### config.mk
export PLATFORM = sky130hd
export DESIGN_NAME = sram_arbiter
export DESIGN_NICKNAME = d
export VERILOG_FILES = /design/src/rtl/sram_arbiter.sv
export SDC_FILE = /design/constraint.sdc
export NUM_CORES = 1
export LEC_CHECK = 0
export BUFFER_PORTS_ARGS = -buffer_cell sky130_fd_sc_hd__buf_4
export CORE_AREA = 2 2 119 121
export DETAILED_ROUTE_END_ITERATION = 12
export DIE_AREA = 0 0 121 123
export PLACE_DENSITY = 0.58
export SETUP_SLACK_MARGIN = 0.02
export SLEW_MARGIN = 25
export SYNTH_ARGS = -nofsm -noshare
export SYNTH_HDL_FRONTEND = slang
export SYNTH_SLANG_ARGS = --single-unit
### constraint.sdc
create_clock -name clk -period 2.1 [get_ports clk]
set_clock_uncertainty 0.2 [all_clocks]
set_input_delay 0.42 -clock clk [delete_from_list [all_inputs] [get_ports clk]]
set_output_delay 0.42 -clock clk [all_outputs]
set_load 0.01 [all_outputs]
### src/rtl/sram_arbiter.sv
`default_nettype none
// ============================================================================
//  Module      : sram_arbiter
//  Description : Two-master (instruction / data) arbiter onto a single
//                SRAM-like port. At most one outstanding transaction. Data is
//                preferred, but a bounded run of data grants while the
//                instruction side waits forces an instruction grant.
//  Revision    : 1.0 - initial release
// ============================================================================
module sram_arbiter #(
    parameter int MAX_DATA_STREAK = 4
) (
    input  logic        clk,
    input  logic        rst,
    // instruction side
    input  logic        inst_req,
    input  logic        inst_wr,
    input  logic [1:0]  inst_size,
    input  logic [31:0] inst_addr,
    input  logic [31:0] inst_wdata,
    output logic        inst_addr_ok,
    output logic        inst_data_ok,
    output logic [31:0] inst_rdata,
    // data side
    input  logic        data_req,
    input  logic        data_wr,
    input  logic [1:0]  data_size,
    input  logic [31:0] data_addr,
    input  logic [31:0] data_wdata,
    output logic        data_addr_ok,
    output logic        data_data_ok,
    output logic [31:0] data_rdata,
    // shared memory port
    output logic        mem_req,
    output logic        mem_wr,
    output logic [1:0]  mem_size,
    output logic [31:0] mem_addr,
    output logic [31:0] mem_wdata,
    input  logic        mem_addr_ok,
    input  logic        mem_data_ok,
    input  logic [31:0] mem_rdata,
    output logic        busy
);

    localparam logic [2:0] c_max_streak = 3'(MAX_DATA_STREAK);

    typedef enum logic [1:0] {
        ST_IDLE = 2'd0,
        ST_ADDR = 2'd1,
        ST_RESP = 2'd2
    } state_t;

    state_t     r_state;
    state_t     w_state_next;
    logic       r_owner_data;       // 1 = data side owns the port, 0 = inst side
    logic [2:0] r_streak;
    logic [2:0] w_streak_next;
    logic       w_grant_data;
    logic       w_owner_data;
    logic       w_mem_req;
    logic       w_hs;
    logic       w_resp_done;

    // Fresh arbitration decision, only consulted while idle
    always_comb begin
        w_grant_data = data_req & ~(inst_req & (r_streak >= c_max_streak));
    end

    // Effective owner and port request: live decision in IDLE, locked otherwise
    always_comb begin
        w_owner_data = r_owner_data;
        w_mem_req    = 1'b0;
        case (r_state)
            ST_IDLE: begin
                w_owner_data = w_grant_data;
                w_mem_req    = inst_req | data_req;
            end
            ST_ADDR: w_mem_req = 1'b1;
            default: w_mem_req = 1'b0;
        endcase
    end

    assign w_hs        = w_mem_req & mem_addr_ok;
    assign w_resp_done = (r_state == ST_RESP) & mem_data_ok;

    // Request fields come from the owner only while a request is presented
    always_comb begin
        mem_req   = w_mem_req;
        mem_wr    = 1'b0;
        mem_size  = 2'b00;
        mem_addr  = 32'h0;
        mem_wdata = 32'h0;
        if (w_mem_req) begin
            if (w_owner_data) begin
                mem_wr    = data_wr;
                mem_size  = data_size;
                mem_addr  = data_addr;
                mem_wdata = data_wdata;
            end else begin
                mem_wr    = inst_wr;
                mem_size  = inst_size;
                mem_addr  = inst_addr;
                mem_wdata = inst_wdata;
            end
        end
    end

    // Handshake and response routing back to the owning side only
    always_comb begin
        inst_addr_ok = w_hs & ~w_owner_data;
        data_addr_ok = w_hs &  w_owner_data;
        inst_data_ok = w_resp_done & ~r_owner_data;
        data_data_ok = w_resp_done &  r_owner_data;
        inst_rdata   = (w_resp_done & ~r_owner_data) ? mem_rdata : 32'h0;
        data_rdata   = (w_resp_done &  r_owner_data) ? mem_rdata : 32'h0;
        busy         = (r_state != ST_IDLE);
    end

    // Next-state logic
    always_comb begin
        w_state_next = r_state;
        case (r_state)
            ST_IDLE: begin
                if (w_hs)
                    w_state_next = ST_RESP;
                else if (w_mem_req)
                    w_state_next = ST_ADDR;
            end
            ST_ADDR: begin
                if (w_hs)
                    w_state_next = ST_RESP;
            end
            ST_RESP: begin
                if (mem_data_ok)
                    w_state_next = ST_IDLE;
            end
            default: w_state_next = ST_IDLE;
        endcase
    end

    // Streak update: count data grants taken while inst waits, clear on inst grant
    always_comb begin
        w_streak_next = r_streak;
        if (w_hs) begin
            if (!w_owner_data)
                w_streak_next = 3'd0;
            else if (inst_req && (r_streak < c_max_streak))
                w_streak_next = r_streak + 3'd1;
        end
    end

    // State, owner lock and streak registers
    always_ff @(posedge clk) begin
        if (rst) begin
            r_state      <= ST_IDLE;
            r_owner_data <= 1'b1;
            r_streak     <= 3'd0;
        end else begin
            r_state  <= w_state_next;
            r_streak <= w_streak_next;
            if ((r_state == ST_IDLE) && w_mem_req)
                r_owner_data <= w_owner_data;
        end
    end

endmodule
`default_nettype wire
==> reports/summary.txt <==
DP HPWL - 9.28 mm
top cells by area, synth - mux2i_1 (28%), nand3_1 (28%), and2_1 (17%)
Worst Setup SP - r_state[0]
post-synth top area cell - mux2i_1
Final Worst Setup Slack - -0.187 ns
Syn Area/Cell - 6.88 µm²
Wirelength per Cell - 15.0 µm
R2R cell count - 6
# DRC - 0
Die ar. - 14900 µm²
most used cell, CP - buf_6
Critical Path Slowest Stage Cell - dfxtp_4
kind of critical path - reg -> out
Seq/Total Area, Yosys - 4.95%
failing checks - negative setup slack
drt via density - 4.59
# rows - 43
LEAKAGE - 0.00315 µW
Sequential Power Share - 6.4%
Final Routed Wirelength - 12.8 mm
reg2reg start - r_state[1]
Setup crit end kind - output pin
CP max FO - 8
vias - 3910
share of cells above drive strength 1 - 66.2%
clk root buf - clkbuf_16
Die H - 123 µm
Worst Tran Pin Value - 0.399 ns
Critical R2R Capture - r_streak[2]
worst vdd ir - 0.227 mV
Min Hold Slack - 0.153 ns
ys flop type - dfxtp_1
max-cap viol count - 0
Yosys reg bits - 6
final setup vio count - 131
WP buf/inv - 5
R2R setup slack - 0.39 ns
Pre-antenna DRT Iters - 4
initial antenna violation count - 0
Yosys cell types - 34
clock sinks - 6
htree depth - 1
antenna diode count - 0
P_int - 1260 µW
critical path depth - 7
Die X-Extent - 121 µm
critical path's top delay family - buffers and inverters
Synthesis Warnings - 0
Nets - 847
period utilization - 109%
Mapped Nets - 526
Hold Crit Class - in -> reg
final antenna-violating net count - 0
Tot GR Track Use - 14.4%
Cell Chain, Critical Path - buf_6 -> buf_6 -> nor4b_4 -> buf_6 -> clkbuf_16 -> and2_4 -> buf_6
number of global-route vias before repair - 3617
FFs w/ async S/R, synth - 0%
Gate power share - 78.2%
Switching Power - 729 µW
CP Capture Point - inst_rdata[5]
Pwr Density - 336 nW/µm²
Commonest cells post-synth - nand3_1 (134), mux2i_1 (67), and2_1 (65), buf_6 (15), clkbuf_1 (12)
most numerous cell in the Yosys netlist - nand3_1
largest net degree at the start of global routing - 43
RSZ-0062 raised after global routing - yes
Worst Path Required - 1.48 ns
clk buf depth - 2
Final Max Tran Viols - 0
Layout area overhead - 144%
Synth Cell Area - 2430 µm²
Syn Inst Count - 353
status - finished with violations
TritonCTS buffer count - 3
Skew-Pair Late Insertion Delay - 0.23 ns
Post-synth EDFFs - 0
CP max stage delay - 0.36 ns
global-route wire length before repair - 17.8 mm
# port buffers - 308
Ports - 309
CTS tree - done
clk slew on worst S/H paths - 0.03 ns
First DRT Iteration DRCs - 116
post-layout total power - 1990 µW
Final Hold Viols - 0
Synth top area share - 27.6%
startpoint types - flip-flop
Sw Share - 36.7%
fmax - 0.437 GHz
Initial Util - 17.8%
Final GP Congestion - 0.739
Final min period - 2.29 ns
Overflow after GRT - 0
CP Data Arrival Time - 1.67 ns
Max transition margin - 72.7%
clock share of power - 15.4%
CORE AREA - 13600 µm²
## layout by cell type, fill, tap and decap left out, drive strengths merged, types with 2 or more instances in the layout
cell type  Yosys  routed
a21oi          2       2
and2          65      65
buf           34     358
clkbuf        12       7
dfxtp          6       6
inv            5       4
mux2i         67      67
nand2          2       2
nand2b         2       2
nand3        134     134
nor2           3       3
nor2b          2       2
nor4b          2       2
o21a           2       2
or3            2       2
## per-layer routing
metal | routed length [µm] | global-route usage (%)
met4 | 161 | 2.62
met3 | 1040 | 2.21
met2 | 6730 | 28.4
met5 | 0 | 0
met1 | 4820 | 16.4
## power by group through the flow
stage / combinational, µW / clock [µW] / sequential (µW)
after floorplan: 662 / 0 / 127
after global placement: 1400 / 0 / 128
after detailed placement: 1420 / 0 / 128
after CTS: 1530 / 309 / 127
after global routing: 1670 / 318 / 128
final: 1550 / 306 / 127
## through the flow
stage	area (µm²)	instances	setup slack (ns)	TNS, ns	util (%)
3_5_place_dp	5050	830	-0.133	-5.44	37.1
5_1_grt	5920	852	-0.252	-22.84	43.5
2_1_floorplan	2430	353	0.0885	0	-
3_3_place_gp	5050	830	-0.126	-4.71	37.1
4_1_cts	5570	847	-0.213	-13.42	40.9
6_report	5920	852	-0.187	-15.11	43.5
## flip-flops by register name, indices dropped and copies added, names as in the netlist
| name | cells |
|---|---|
| r_streak | 3 |
| r_owner_data | 1 |
| r_state | 2 |
## cell type report
| cell class | count | area [µm²] |
|---|---|---|
| multi-input cells | 296 | 2190 |
| fillers | 1351 | 7690 |
| clock buffers | 3 | 75.1 |
| well taps | 180 | 225 |
| inverters | 5 | 20.0 |
| flip-flops and latches | 6 | 125 |
| repair buffers | 362 | 3290 |
## how the worst min path moves through the flow
stage	start	end	slack, ns	depth (start not counted)
CTS	mem_addr_ok	r_state[0]	0.15	2
finish	mem_addr_ok	r_state[0]	0.15	2
global route	mem_addr_ok	r_state[0]	0.17	2
global placement	r_streak[1]	r_streak[1]	0.26	2
detailed placement	r_streak[1]	r_streak[1]	0.29	2
floorplan	r_streak[1]	r_streak[1]	0.26	2
## kinds of logic after synthesis
logic type / Yosys count / synth area share [%]
mux: 67 / 27.6
flops: 6 / 4.95
buf+inv: 51 / 13.3
fa+ha+maj: 1 / 0.515
simple gates: 216 / 49.3
compound gates: 12 / 4.33
## what timing repair did
item / in CTS / in global routing
pin swaps: 21 / 45
buffers inserted: 9 / 2
resized for setup: 75 / 87
endpoints found under the setup margin: 135 / 135
hold buffers: 0 / 0
gates cloned: 5 / 5
(Power assumes the default switching activity.)
